<file path="config.mk">
export PLATFORM = sky130hd
export DESIGN_NAME = hazard_control_unit
export DESIGN_NICKNAME = d
export VERILOG_FILES = /design/src/rtl/hazard_control_unit.sv
export SDC_FILE = /design/constraint.sdc
export NUM_CORES = 1
export LEC_CHECK = 0
export ABC_AREA = 1
export BUFFER_PORTS_ARGS = -buffer_cell sky130_fd_sc_hd__buf_2
export CAP_MARGIN = 20
export CORE_MARGIN = 1
export CORE_UTILIZATION = 44
export DETAILED_ROUTE_END_ITERATION = 8
export PLACE_DENSITY = 0.74
export SLEW_MARGIN = 20
export SYNTH_ARGS = -nofsm -noshare
export SYNTH_HDL_FRONTEND = slang
export SYNTH_SLANG_ARGS = --single-unit
export TNS_END_PERCENT = 20
</file>
<file path="constraint.sdc">
create_clock -name CLK -period 1.25 [get_ports CLK]
set_input_delay 0.25 -clock CLK [delete_from_list [all_inputs] [get_ports CLK]]
set_output_delay 0.25 -clock CLK [all_outputs]
set_load 0.005 [all_outputs]
</file>
<file path="src/rtl/hazard_control_unit.sv">
// Pipeline hazard controller: load-use stalls, branch flushes and memory-wait freeze with timeout.
// Optional build macro HAZARD_PERF_EN adds the stall_count performance counter output.
module hazard_control_unit #(
    parameter int unsigned MEM_TIMEOUT = 16
) (
    input  logic       CLK,
    input  logic       RESET,
    input  logic [4:0] Rs1_ID,
    input  logic [4:0] Rs2_ID,
    input  logic [4:0] Rd_EX,
    input  logic       MemRead_EX,
    input  logic       Branch_taken_EX,
    input  logic       mem_req_MEM,
    input  logic       mem_ready,
    output logic       PCWrite,
    output logic       IF_ID_Write,
    output logic       ID_EX_Bubble,
    output logic       IF_ID_Flush,
    output logic       Pipe_Freeze,
    output logic       mem_error
`ifdef HAZARD_PERF_EN
    ,
    output logic [31:0] stall_count
`endif
);

    // state    | meaning
    // RUN      | normal issue; load-use and branch hazards resolved here
    // MEM_WAIT | data memory busy; whole pipeline frozen, hazard inputs ignored
    typedef enum logic {
        RUN      = 1'b0,
        MEM_WAIT = 1'b1
    } state_t;

    localparam logic [7:0] TIMEOUT_CNT = 8'(MEM_TIMEOUT);

    state_t     state_q;
    state_t     state_d;
    logic [7:0] wait_cnt;
    logic [7:0] wait_next;
    logic       load_use;
    logic       mem_stall;
    logic       set_err;

    assign load_use  = MemRead_EX && (Rd_EX != 5'd0) &&
                       ((Rd_EX == Rs1_ID) || (Rd_EX == Rs2_ID));
    assign mem_stall = mem_req_MEM && !mem_ready;
    assign wait_next = wait_cnt + 8'd1;

    always_comb begin
        state_d      = state_q;
        PCWrite      = 1'b1;
        IF_ID_Write  = 1'b1;
        ID_EX_Bubble = 1'b0;
        IF_ID_Flush  = 1'b0;
        Pipe_Freeze  = 1'b0;
        set_err      = 1'b0;
        if (RESET) begin
            // Hold fetch and squash whatever sits in IF/ID and ID/EX.
            PCWrite      = 1'b0;
            IF_ID_Write  = 1'b0;
            ID_EX_Bubble = 1'b1;
            IF_ID_Flush  = 1'b1;
        end else begin
            unique case (state_q)
                RUN: begin
                    if (mem_stall) begin
                        Pipe_Freeze = 1'b1;
                        PCWrite     = 1'b0;
                        IF_ID_Write = 1'b0;
                        state_d     = MEM_WAIT;
                    end else if (Branch_taken_EX) begin
                        IF_ID_Flush  = 1'b1;
                        ID_EX_Bubble = 1'b1;
                    end else if (load_use) begin
                        PCWrite      = 1'b0;
                        IF_ID_Write  = 1'b0;
                        ID_EX_Bubble = 1'b1;
                    end
                end
                MEM_WAIT: begin
                    Pipe_Freeze = 1'b1;
                    PCWrite     = 1'b0;
                    IF_ID_Write = 1'b0;
                    // A late ready on the final allowed cycle still counts as success.
                    if (mem_ready) begin
                        state_d = RUN;
                    end else if (wait_next == TIMEOUT_CNT) begin
                        state_d = RUN;
                        set_err = 1'b1;
                    end
                end
                default: state_d = RUN;
            endcase
        end
    end

    always_ff @(posedge CLK or posedge RESET) begin
        if (RESET) begin
            state_q   <= RUN;
            wait_cnt  <= 8'd0;
            mem_error <= 1'b0;
        end else begin
            state_q  <= state_d;
            wait_cnt <= (state_q == RUN) ? 8'd0 : wait_next;
            if (set_err) begin
                mem_error <= 1'b1;
            end
        end
    end

`ifdef HAZARD_PERF_EN
    always_ff @(posedge CLK or posedge RESET) begin
        if (RESET) begin
            stall_count <= 32'd0;
        end else if (!PCWrite && (stall_count != 32'hFFFF_FFFF)) begin
            stall_count <= stall_count + 32'd1;
        end
    end
`endif

endmodule

</file>
### After elaboration in Yosys (flattened, before gate mapping)

Cells that the tools add are included.
W data, S select, Z words.

* logic and storage cells: 39
* register bits: 10
* input bits: 21

* eq/ne operators: 3
* mux-type cells: 25
* bitwise logic cells: 1
* add/sub/neg operators: 1
* reduce and logical (&&, ||, !) cells: 6

Operators by type and width (count)
* $mux W1: 21
* $eq A5 B5 Y1: 2
* $add A8 B1 Y8 const B: 1
* $eq A8 B5 Y1 const B: 1
* $mux W8: 1
* $pmux W1 S2: 3
* $reduce_bool A5 Y1: 1
* $logic_and A1 B1 Y1: 3
* $logic_not A1 Y1: 1
* $logic_or A1 B1 Y1: 1
* $not A1 Y1: 1

### Depth between registers and ports, before layout

Gate-level depths: netlist of run 1.

* word-level depth: 8
* gate-level depth with buffers: 10
* mapped depth without buffers: 10

### Least setup slack after synthesis of run 1

OpenSTA, ideal clock, no wires.

* path kind: flip-flop to flip-flop
* from: register wait_cnt[0]
* to: register state_q
* arrival time: 1.220 ns
* stages on the path, launching flop included: 10
* required time: 1.128 ns
* slack: -0.092 ns
* buffers on the path: 0
* setup time: 0.122 ns
* path through: dfrtp_1 ha_1 nand2_1 nand2_1 nor2_1 nand3_2 nor2_2 nand2_2 nand2_1 a21oi_2

* word-level cells in the longest chain between the ends: 5

Ends and longest elaborated chain
* from (decl): RTL line 39 `logic [7:0] wait_cnt;`
* from (signal assigned): RTL line 105 `wait_cnt <= (state_q == RUN) ? 8'd0 : wait_next;`
* $add A8 B1 Y8: RTL line 48 `assign wait_next = wait_cnt + 8'd1;`
* $eq A8 B5 Y1: RTL line 88 `end else if (wait_next == TIMEOUT_CNT) begin`
* $mux W1: RTL line 88
* $mux W1: RTL line 86 `if (mem_ready) begin`
* $pmux W1 S2: RTL line 65 `unique case (state_q)`
* to (signal assigned): RTL line 104 `state_q <= state_d;`
* to (decl): RTL line 37 `state_t state_q;`

Every way passes these cells.
A chain may end at the register's enable or synchronous reset.

### Worst setup path after layout of run 1

* from: register wait_cnt[1]
* to: register state_q

The elaborated chain is that of the path after synthesis.

==> out/summary.txt, run 1 <==
CTS
----------------------------------------------------------------------------------------
Reg clk slew, reported paths                                                     0.07 ns
Bufs on Longest Clock Path                                                             2
Clock Latency Late Sink                                                          0.27 ns
Quantity of hold-fixing buffers added after cts                                        0
Level count of the clock H-tree                                                        1
Number of buffers created by CTS                                                       3
Root buf cell                                                               sky130_fd_sc_hd__clkbuf_4
CTS tree                                                                            done
Total number of clock tree sinks                                                      10

LOGIC SYNTHESIS
----------------------------------------------------------------------------------------
Net Count, Synth                                                                     146
Synth Instances                                                                      123
Prevailing post-synth register cell                                         sky130_fd_sc_hd__dfrtp_1
Compound-gate portion of the synthesized area                                      8.62%
Synth Warn #                                                                           0
Main combinational cell family by area after synthesis                      simple AND/OR/NAND/NOR gates
Fraction of synthesized area in multiplexers                                          0%
Top-area cell type share of the netlist area                                       31.3%
Post-synth EDFFs                                                                       0
Count of cell types in the netlist                                                    22
Async set or reset register ratio after synthesis                                   100%
Area fraction in and, or, nand and nor cells after synthesis                       39.2%
Xor/xnor share of the synthesized area                                             5.49%
Syn Std Cell Area                                                               798 um^2
Ranking of synthesized cells by instance count                              36 x sky130_fd_sc_hd__nand2_1, 20 x sky130_fd_sc_hd__inv_1, 16 x sky130_fd_sc_hd__nor2_1
Main area contributors after synthesis                                      sky130_fd_sc_hd__dfrtp_1 31%, sky130_fd_sc_hd__nand2_1 17%, sky130_fd_sc_hd__inv_1 9.4%
Post-synthesis adder-cell area fraction                                            3.13%
Sequential area share after synthesis                                              31.3%
Cell accounting for the most synthesized area                               sky130_fd_sc_hd__dfrtp_1
Leading cell type by number of instances after synthesis                    sky130_fd_sc_hd__nand2_1
Mean cell area of the mapped netlist                                           6.49 um^2
Flops & latches, synth                                                                10

PWR
----------------------------------------------------------------------------------------
PwrDens                                                                      991 nW/um^2
Comb power frac                                                                    42.7%
Part of the power in registers                                                     37.5%
P_sw                                                                            0.421 mW
Int Power                                                                       0.729 mW
Maximum vdd drop                                                                0.562 mV
Proportion of power drawn by the clock network                                     19.8%
Leakage power of the design                                                     0.627 nW
Pwr Total                                                                        1.15 mW
Switching Share                                                                    36.6%

WORST SETUP PATH
----------------------------------------------------------------------------------------
Launching element type of the critical path                                         flop
Largest fanout on the critical path                                                    5
Endpoint required time on the critical path                                      1.41 ns
Setup CP Type                                                               flop to flop
Cell repeated most along the worst path                                     sky130_fd_sc_hd__nand2_1
Slack of the worst reg-to-reg path                                              -0.14 ns
Delay of the slowest cell on the worst path                                      0.41 ns
Cell family contributing the most delay on the critical path                simple AND/OR/NAND/NOR gates
Slowest stage cell, crit path                                               sky130_fd_sc_hd__dfrtp_1
Category of the worst setup path capture point                                      flop
Critical Path AT                                                                 1.55 ns
CP Buf/Inv Count                                                                       1
Cell Chain, Critical Path                                                   ha_4 -> nand2_1 -> inv_2 -> nand2_1 -> nand2_1 -> nand2_1 -> nor2_2 -> nand2_2 -> nand2_2 -> a21oi_2

DIE
----------------------------------------------------------------------------------------
Chip width                                                                       44.6 um
Total number of placement rows                                                        15
Standard cell core area                                                        1710 um^2
Die Y-Extent                                                                     44.6 um
Boundary Pins                                                                         27
Area of the die                                                                1990 um^2
Initial Utilization                                                                46.7%

CELLS AND AREA
----------------------------------------------------------------------------------------
Diodes inserted                                                                        0
Layout net count                                                                     186
Area growth syn-to-layout                                                          45.3%
Share of layout cells above drive strength 1                                       45.3%
Area of the multi-input gates                                                   502 um^2
Final core utilization                                                             67.9%
Fill cell total of the finished layout                                               152
Finished Layout Cells                                                                186
Area used by sequential logic in the layout                                     251 um^2

STA
----------------------------------------------------------------------------------------
Setup repair after global routing missed its margin                                  yes
Post-route worst setup slack                                                   -0.139 ns
Clock Skews                                                                   0.00464 ns
Measured slew at the worst slew-check pin                                       0.398 ns
Number of setup violations in the final report                                         6
Final clock period utilization by the worst path                                    111%
Final critical delay including setup and external delays                         1.39 ns
Slew Limit Headroom                                                                73.5%
Number of pins with negative max-slew slack in the final report                        0
Number of hold violations in the final report                                          0
Peak Freq                                                                        720 MHz

ROUTE
----------------------------------------------------------------------------------------
Detailed-route wire length per cell                                              10.5 um
Initial detailed-routing violation count                                               8
Router iterations before antenna repair                                                3
Antenna-violating nets left                                                            0
Routed wire length                                                               1.96 mm
Via-per-instance ratio                                                              4.72
Remaining DRCs                                                                         0
Vias                                                                                 878

RUN STATUS
----------------------------------------------------------------------------------------
Violated checks                                                             negative setup slack
Outcome                                                                     complete, but fails checks

WORST HOLD PATH
----------------------------------------------------------------------------------------
Worst hold path class                                                       input port to asynchronous set/reset pin

PLACE
----------------------------------------------------------------------------------------
Setup slack at placement                                                       -0.124 ns
Post-Place Cells                                                                     178
Total half-perimeter wirelength after legalization and detailed placement        1.48 mm
Global placement routability congestion                                            0.802
Number of I/O port buffers                                                            26

GLOBAL ROUTING
----------------------------------------------------------------------------------------
Number of antenna violations at the first check in global routing                      0
Total routing resource utilization after global routing                            20.9%
Leftover overflow at the end of global routing                                         0
Via count of the first global-routing pass                                           808
Wire length of the first global-routing pass                                     3.09 mm
Maximum number of pins on one net before global-route repair                          11

JOB
----------------------------------------------------------------------------------------
Number of max-cap violations                                                           0

==> through the flow <==
stage / instance area [um^2] / hold slack [ns] / setup TNS [ns]
finish: 1160 / 0.00255 / -0.547
floorplan: 801 / 0.0902 / -0.115
CTS: 1090 / 0.0133 / -0.453
global route: 1160 / 0.0260 / -1.12
global placement: 996 / 0.293 / -0.295
detailed placement: 996 / 0.300 / -0.513
==> cell families (layout without fill, tap and decap cells) <==
group,count (synthesis),count (layout)
DFF,10,10
xor gates and xnor gates,5,5
adders and majority gates,2,2
AOI/OAI and AO/OA,11,11
buffers and inverters,25,63
and+or+nand+nor,70,70
==> power groups by stage <==
stage	logic [mW]	clock network [mW]	registers [mW]
3_5_place_dp	0.379	0	0.413
2_1_floorplan	0.201	0	0.422
6_report	0.491	0.227	0.431
3_3_place_gp	0.364	0	0.408
5_1_grt	0.552	0.248	0.439
4_1_cts	0.456	0.233	0.421
==> repair_timing <==
action	in CTS	in global routing
endpoints found under the setup margin	7	7
buffers inserted	3	2
pin swaps	17	16
gates resized for setup	17	17
==> path summary, 6_finish.rpt <==
| kind | startpoint | to | cells after the start |
|---|---|---|---|
| max | wait_cnt[1]$_DFF_PP0_ | state_q$_DFFE_PP0N_ | 10 |
| min | RESET | mem_error$_DFFE_PP0P_ | 2 |
| max reg2reg | wait_cnt[1]$_DFF_PP0_ | state_q$_DFFE_PP0N_ | 10 |
| min reg2reg | mem_error$_DFFE_PP0P_ | mem_error$_DFFE_PP0P_ | 1 |
| max in group asynchronous | RESET | wait_cnt[2]$_DFF_PP0_ | 2 |
| min in group CLK | mem_ready | state_q$_DFFE_PP0N_ | 4 |
==> per-layer routing <==
layer	track usage, %	up-vias	routed length (um)
met2	38.2	23	1040
met3	2.86	3	70
li1	-	453	-
met5	0	-	0
met1	23.8	399	824
met4	9.09	0	27
==> placed cells by master, fill, tap and decap left out, types with 3 or more instances in the layout <==
cell and instances:
sky130_fd_sc_hd__clkbuf_4 3, sky130_fd_sc_hd__xor2_1 3, sky130_fd_sc_hd__nor2_1 13, sky130_fd_sc_hd__nor2_2 6
sky130_fd_sc_hd__nand2_2 11, sky130_fd_sc_hd__dfrtp_1 9, sky130_fd_sc_hd__buf_6 9, sky130_fd_sc_hd__a21oi_1 6
sky130_fd_sc_hd__buf_4 10, sky130_fd_sc_hd__inv_1 15, sky130_fd_sc_hd__nand3_1 4, sky130_fd_sc_hd__buf_2 18
sky130_fd_sc_hd__nand2_1 28, sky130_fd_sc_hd__inv_2 8, sky130_fd_sc_hd__nand4_1 4
==> state kept, by name (all words and copies together) (netlist names) <==
signal / count
mem_error: 1
wait_cnt: 8
state_q: 1
==> final cells by class <==
type,instances,area share (%)
inverter,23,7.44
tap,25,2.70
sequential,10,21.7
clock buffer,3,1.94
multi-input combinational,88,43.3
timing repair buffer,37,23.0
(Power assumes the default switching activity.)
==> run 2, diff against run 1 <==
--- a/config.mk
+++ b/config.mk
@@ -8,10 +8,12 @@
 export ABC_AREA = 1
 export BUFFER_PORTS_ARGS = -buffer_cell sky130_fd_sc_hd__buf_2
 export CAP_MARGIN = 20
+export CELL_PAD_IN_SITES_DETAIL_PLACEMENT = 0
+export CELL_PAD_IN_SITES_GLOBAL_PLACEMENT = 1
 export CORE_MARGIN = 1
-export CORE_UTILIZATION = 44
+export CORE_UTILIZATION = 30
 export DETAILED_ROUTE_END_ITERATION = 8
-export PLACE_DENSITY = 0.74
+export PLACE_DENSITY = 0.8
 export SLEW_MARGIN = 20
 export SYNTH_ARGS = -nofsm -noshare
 export SYNTH_HDL_FRONTEND = slang
==> out/summary.txt, run 2 (synthesized netlist as in run 1, its figures left out) <==
RUN STATUS
----------------------------------------------------------------------------------------
Outcome                                                                     complete, but fails checks
Violated checks                                                             negative setup slack

CTS
----------------------------------------------------------------------------------------
Level count of the clock H-tree                                                        1
Root buf cell                                                               sky130_fd_sc_hd__clkbuf_4
Reg clk slew, reported paths                                                     0.06 ns
Quantity of hold-fixing buffers added after cts                                        0
Total number of clock tree sinks                                                      10
Number of buffers created by CTS                                                       3
CTS tree                                                                            done
Clock Latency Late Sink                                                          0.26 ns
Bufs on Longest Clock Path                                                             2

STA
----------------------------------------------------------------------------------------
Number of pins with negative max-slew slack in the final report                        0
Setup repair after global routing missed its margin                                  yes
Number of hold violations in the final report                                          0
Slew Limit Headroom                                                                73.3%
Post-route worst setup slack                                                   -0.102 ns
Post-route worst hold slack                                                    0.0285 ns
Peak Freq                                                                        740 MHz
Clock Skews                                                                   0.00635 ns
Final clock period utilization by the worst path                                    108%
Final critical delay including setup and external delays                         1.35 ns
Measured slew at the worst slew-check pin                                       0.400 ns
Number of setup violations in the final report                                         5

PLACE
----------------------------------------------------------------------------------------
Setup slack at placement                                                       -0.122 ns
Global placement routability congestion                                            0.836
Number of I/O port buffers                                                            26
Instance area at placement                                                     1020 um^2
Total half-perimeter wirelength after legalization and detailed placement        1.37 mm

GLOBAL ROUTING
----------------------------------------------------------------------------------------
Leftover overflow at the end of global routing                                         0
Maximum number of pins on one net before global-route repair                          11
Via count of the first global-routing pass                                           727
Number of antenna violations at the first check in global routing                      0
Total routing resource utilization after global routing                            13.5%
Wire length of the first global-routing pass                                     2.81 mm

ROUTE
----------------------------------------------------------------------------------------
Detailed-route wire length per cell                                              9.47 um
Routed wire length                                                               1.80 mm
Initial detailed-routing violation count                                               7
Vias                                                                                 856
Remaining DRCs                                                                         0
M1 wire length                                                                    818 um
Uppermost routed layer                                                              met3
Router iterations before antenna repair                                                4
Met2 wirelength from detailed routing                                             895 um
Via-per-instance ratio                                                              4.51
Detailed-routed wire length on met3                                                85 um
Antenna-violating nets left                                                            0

CELLS AND AREA
----------------------------------------------------------------------------------------
Layout net count                                                                     185
Register with the most flip-flops                                               wait_cnt
Number of flip-flops under the largest register name                                   8
Diodes inserted                                                                        0
Most frequent cells in the layout                                           29 x sky130_fd_sc_hd__nand2_1, 20 x sky130_fd_sc_hd__buf_2, 16 x sky130_fd_sc_hd__inv_1
Top Registers                                                               wait_cnt x8, mem_error x1, state_q x1
Area growth syn-to-layout                                                          43.3%
Commonest non-fill, non-tap cell in the layout                              sky130_fd_sc_hd__nand2_1
Post-route standard cell area excluding fillers                                1140 um^2
Share of layout cells above drive strength 1                                       43.8%

PWR
----------------------------------------------------------------------------------------
PwrDens                                                                      957 nW/um^2
Leakage power of the design                                                     0.612 nW
Maximum vdd drop                                                                0.755 mV

WORST SETUP PATH
----------------------------------------------------------------------------------------
Cell family contributing the most delay on the critical path                simple AND/OR/NAND/NOR gates
Critical Path AT                                                                 1.10 ns
RR Endpoint                                                                 state_q$_DFFE_PP0N_
Cell Chain, Critical Path                                                   buf_6 -> xor2_1 -> nor2_1 -> nand3_1 -> nand2_1 -> nand4_1 -> nand2_1 -> inv_1 -> buf_2
Startpoint of the worst register-to-register path                           wait_cnt[0]$_DFF_PP0_
Delay of the slowest cell on the worst path                                      0.15 ns
Setup CP Type                                                               input port to output port
Largest fanout on the critical path                                                    4
Category of the worst setup path capture point                               output port
Cell repeated most along the worst path                                     sky130_fd_sc_hd__nand2_1
CP Buf/Inv Count                                                                       3
Slack of the worst reg-to-reg path                                              -0.09 ns
Endpoint required time on the critical path                                      1.00 ns
Launching element type of the critical path                                   input port
Worst Reg-to-Reg Cells                                                                 9
Slowest stage cell, crit path                                               sky130_fd_sc_hd__xor2_1

DIE
----------------------------------------------------------------------------------------
Die Y-Extent                                                                     53.6 um
Chip width                                                                       53.6 um
Total number of placement rows                                                        18
Initial Utilization                                                                31.9%
Boundary Pins                                                                         27
Standard cell core area                                                        2500 um^2
Area of the die                                                                2870 um^2

WORST HOLD PATH
----------------------------------------------------------------------------------------
Worst hold path class                                                       input port to asynchronous set/reset pin

JOB
----------------------------------------------------------------------------------------
Number of max-cap violations                                                           0

## run 2: changes by cell type in the layout (fill, tap and decap cells not counted), moves of 2 or more
cell and change:
sky130_fd_sc_hd__buf_2 +2, sky130_fd_sc_hd__buf_4 +2, sky130_fd_sc_hd__buf_6 -5, sky130_fd_sc_hd__inv_2 -3
## run 2: cell type report
type                    instances  area, um^2
fillers                       262        1360
flip-flops and latches         10         251
repair buffers                 36         235
inverters                      23        87.6
clock buffers                   3        22.5
multi-input cells              88         509
well taps                      30        37.5
## run 2: timing repair
item | 4_1_cts | 5_1_grt
setup endpoints to repair | 7 | 7
pin swaps | 2 | 15
resized for setup | 11 | 18
setup buffers | 0 | 1
## run 2: layer usage
layer,global-route usage (%),up-vias
li1,-,451
met1,15.8,385
met2,23.3,20
met3,5.08,0
met4,2.63,0
met5,0,-
## run 2: report_power, final
group,leakage [nW],switching [mW],internal [mW]
clock,0.0138,0.102,0.111
combinational,0.466,0.239,0.217
sequential,0.132,0.0537,0.371
## run 2: stage by stage
step           total power, mW  util, %  cells  setup TNS [ns]
2_1_floorplan            0.623        -    123          -0.115
3_3_place_gp             0.798     41.0    186          -0.339
3_5_place_dp             0.814     41.0    186          -0.464
4_1_cts                   1.08     43.5    189          -0.352
5_1_grt                   1.18     45.7    190          -0.901
6_report                  1.09     45.7    190          -0.406
## run 2: worst max path at each step
| stage | startpoint | endpoint | slack, ns | depth (start not counted) |
|---|---|---|---|---|
| 5_1_grt | wait_cnt[0]$_DFF_PP0_ | state_q$_DFFE_PP0N_ | -0.19 | 10 |
| 3_3_place_gp | Rd_EX[3] | PCWrite | -0.09 | 11 |
| 3_5_place_dp | wait_cnt[0]$_DFF_PP0_ | state_q$_DFFE_PP0N_ | -0.12 | 10 |
| 4_1_cts | state_q$_DFFE_PP0N_ | IF_ID_Write | -0.08 | 6 |
| 2_1_floorplan | wait_cnt[0]$_DFF_PP0_ | state_q$_DFFE_PP0N_ | -0.06 | 10 |
| 6_report | Rd_EX[1] | IF_ID_Write | -0.10 | 9 |
==> run 3, diff against run 2 <==
--- a/config.mk
+++ b/config.mk
@@ -12,6 +12,7 @@
 export CELL_PAD_IN_SITES_GLOBAL_PLACEMENT = 1
 export CORE_MARGIN = 1
 export CORE_UTILIZATION = 30
+export CTS_CLUSTER_DIAMETER = 120
 export DETAILED_ROUTE_END_ITERATION = 8
 export PLACE_DENSITY = 0.8
 export SLEW_MARGIN = 20
==> constraint.sdc (replaced) <==
create_clock -name CLK -period 1.2 [get_ports CLK]
set_input_delay 0.24 -clock CLK [delete_from_list [all_inputs] [get_ports CLK]]
set_output_delay 0.24 -clock CLK [all_outputs]
set_load 0.005 [all_outputs]
==> out/summary.txt, run 3 (synthesized netlist as in run 1, its figures left out) <==
CTS
----------------------------------------------------------------------------------------
Number of buffers created by CTS                                                       3
Bufs on Longest Clock Path                                                             2
CTS tree                                                                            done
Root buf cell                                                               sky130_fd_sc_hd__clkbuf_4
Level count of the clock H-tree                                                        1
Clock Latency Late Sink                                                          0.27 ns
Reg clk slew, reported paths                                                     0.06 ns
Total number of clock tree sinks                                                      10
Number of buffers inserted to repair setup after CTS                                   0

STA
----------------------------------------------------------------------------------------
Number of setup violations in the final report                                         7
Final critical delay including setup and external delays                         1.34 ns
Measured slew at the worst slew-check pin                                       0.399 ns
Slew Limit Headroom                                                                73.4%
Final clock period utilization by the worst path                                    112%
Post-route worst setup slack                                                   -0.143 ns
Setup repair after global routing missed its margin                                  yes
Number of hold violations in the final report                                          0
Peak Freq                                                                        745 MHz
Final total negative setup slack                                               -0.676 ns
Number of pins with negative max-slew slack in the final report                        0
Clock Skews                                                                   0.00408 ns

GLOBAL ROUTING
----------------------------------------------------------------------------------------
Wire length of the first global-routing pass                                     2.99 mm
Total routing resource utilization after global routing                            14.0%
Number of antenna violations at the first check in global routing                      0
Maximum number of pins on one net before global-route repair                          11
Via count of the first global-routing pass                                           736
Leftover overflow at the end of global routing                                         0

PLACE
----------------------------------------------------------------------------------------
Number of I/O port buffers                                                            26
Total half-perimeter wirelength after legalization and detailed placement        1.39 mm
Global placement routability congestion                                            0.838

WORST SETUP PATH
----------------------------------------------------------------------------------------
Category of the worst setup path capture point                                      flop
Cell Chain, Critical Path                                                   buf_4 -> nand3_4 -> clkinv_1 -> nand3b_1 -> nand2_1 -> nor2_2 -> nand2_2 -> nand2_1 -> a21oi_2
Critical Path AT                                                                 1.50 ns
Delay of the slowest cell on the worst path                                      0.41 ns
Slowest stage cell, crit path                                               sky130_fd_sc_hd__dfrtp_1
Endpoint required time on the critical path                                      1.36 ns
Launching element type of the critical path                                         flop
Setup CP Type                                                               flop to flop
Largest fanout on the critical path                                                    4
Cell repeated most along the worst path                                     sky130_fd_sc_hd__nand2_1

DIE
----------------------------------------------------------------------------------------
Die Y-Extent                                                                     53.6 um
Chip width                                                                       53.6 um
Area of the die                                                                2870 um^2
Initial Utilization                                                                31.9%
Total number of placement rows                                                        18
Standard cell core area                                                        2500 um^2
Boundary Pins                                                                         27

ROUTE
----------------------------------------------------------------------------------------
Initial detailed-routing violation count                                              10
Remaining DRCs                                                                         0
Detailed-route wire length per cell                                              8.90 um
Uppermost routed layer                                                              met3
Vias                                                                                 823
M1 wire length                                                                    836 um
Antenna-violating nets left                                                            0
Via-per-instance ratio                                                              4.26
Detailed-routed wire length on met3                                                75 um
Routed wire length                                                               1.72 mm
Met2 wirelength from detailed routing                                             805 um
Router iterations before antenna repair                                                4

PWR
----------------------------------------------------------------------------------------
Leakage power of the design                                                     0.625 nW
Pwr Total                                                                        1.20 mW
Maximum vdd drop                                                                0.678 mV
Comb power frac                                                                    37.4%
Proportion of power drawn by the clock network                                     25.8%
Int Power                                                                       0.789 mW
Switching Share                                                                    34.3%
P_sw                                                                            0.413 mW
PwrDens                                                                     1050 nW/um^2
Part of the power in registers                                                     36.8%

RUN STATUS
----------------------------------------------------------------------------------------
Outcome                                                                     complete, but fails checks
Violated checks                                                             negative setup slack

CELLS AND AREA
----------------------------------------------------------------------------------------
Top Registers                                                               wait_cnt x8, mem_error x1, state_q x1
Register with the most flip-flops                                               wait_cnt
Commonest non-fill, non-tap cell in the layout                              sky130_fd_sc_hd__nand2_1
Layout net count                                                                     187
Area growth syn-to-layout                                                          43.9%
Share of layout cells above drive strength 1                                       37.4%
Diodes inserted                                                                        0
Final core utilization                                                             45.9%
Most frequent cells in the layout                                           35 x sky130_fd_sc_hd__nand2_1, 20 x sky130_fd_sc_hd__buf_2, 17 x sky130_fd_sc_hd__inv_1
Number of flip-flops under the largest register name                                   8

JOB
----------------------------------------------------------------------------------------
Number of max-cap violations                                                           0

WORST HOLD PATH
----------------------------------------------------------------------------------------
Worst hold path class                                                       input port to flop

-- run 3: path summary, 6_finish.rpt --
path,endpoint,depth (start not counted),slack [ns],startpoint
setup / recovery,state_q$_DFFE_PP0N_,9,-0.14,wait_cnt[0]$_DFF_PP0_
hold / removal,state_q$_DFFE_PP0N_,4,0.24,mem_ready
setup reg to reg,state_q$_DFFE_PP0N_,9,-0.14,wait_cnt[0]$_DFF_PP0_
min in group asynchronous,wait_cnt[5]$_DFF_PP0_,3,0.54,RESET
max in group asynchronous,wait_cnt[1]$_DFF_PP0_,3,0.37,RESET
hold reg to reg,mem_error$_DFFE_PP0P_,1,0.47,mem_error$_DFFE_PP0P_
-- run 3: cell type report --
| cell class | instances | area, um^2 |
|---|---|---|
| clock buffers | 4 | 36.3 |
| fillers | 260 | 1350 |
| inverters | 23 | 86.3 |
| multi-input cells | 88 | 482 |
| flip-flops and latches | 10 | 250 |
| well taps | 30 | 37.5 |
| repair buffers | 38 | 256 |
-- run 3: repair_timing --
action                                  CTS  global route
hold buffers                              1             0
gates resized for setup                  12             5
pin swaps                                10             3
endpoints found under the hold margin     4             0
endpoints found under the setup margin    7             8
-- run 3: power by group through the flow --
stage / clock (mW) / sequential (mW) / combinational (mW)
2_1_floorplan: 0 / 0.439 / 0.210
3_3_place_gp: 0 / 0.428 / 0.408
5_1_grt: 0.342 / 0.448 / 0.517
6_report: 0.310 / 0.442 / 0.450
4_1_cts: 0.325 / 0.429 / 0.444
3_5_place_dp: 0 / 0.431 / 0.414
-- run 3: per-stage QoR --
| step | cells | hold slack [ns] | worst slack [ns] | cell area, um^2 |
|---|---|---|---|---|
| global placement | 188 | 0.291 | -0.131 | 1040 |
| finish | 193 | 0.243 | -0.143 | 1150 |
| detailed placement | 188 | 0.297 | -0.147 | 1040 |
| CTS | 193 | 0.237 | -0.148 | 1130 |
| floorplan | 123 | 0.0802 | -0.114 | 801 |
| global route | 193 | 0.252 | -0.232 | 1150 |
-- run 3: worst max-delay path, delay by kind of cell (launching register included) --
family          cells  cell delay [ns]
flops               1             0.41
simple gates        6             0.52
buf+inv             2             0.25
compound gates      1             0.05
-- run 3: per-layer routing --
metal  vias up  global-route usage, %
met5         -                      0
met4         0                   1.32
met3         0                   4.24
met2        22                   22.7
met1       346                   18.9
li1        455                      -
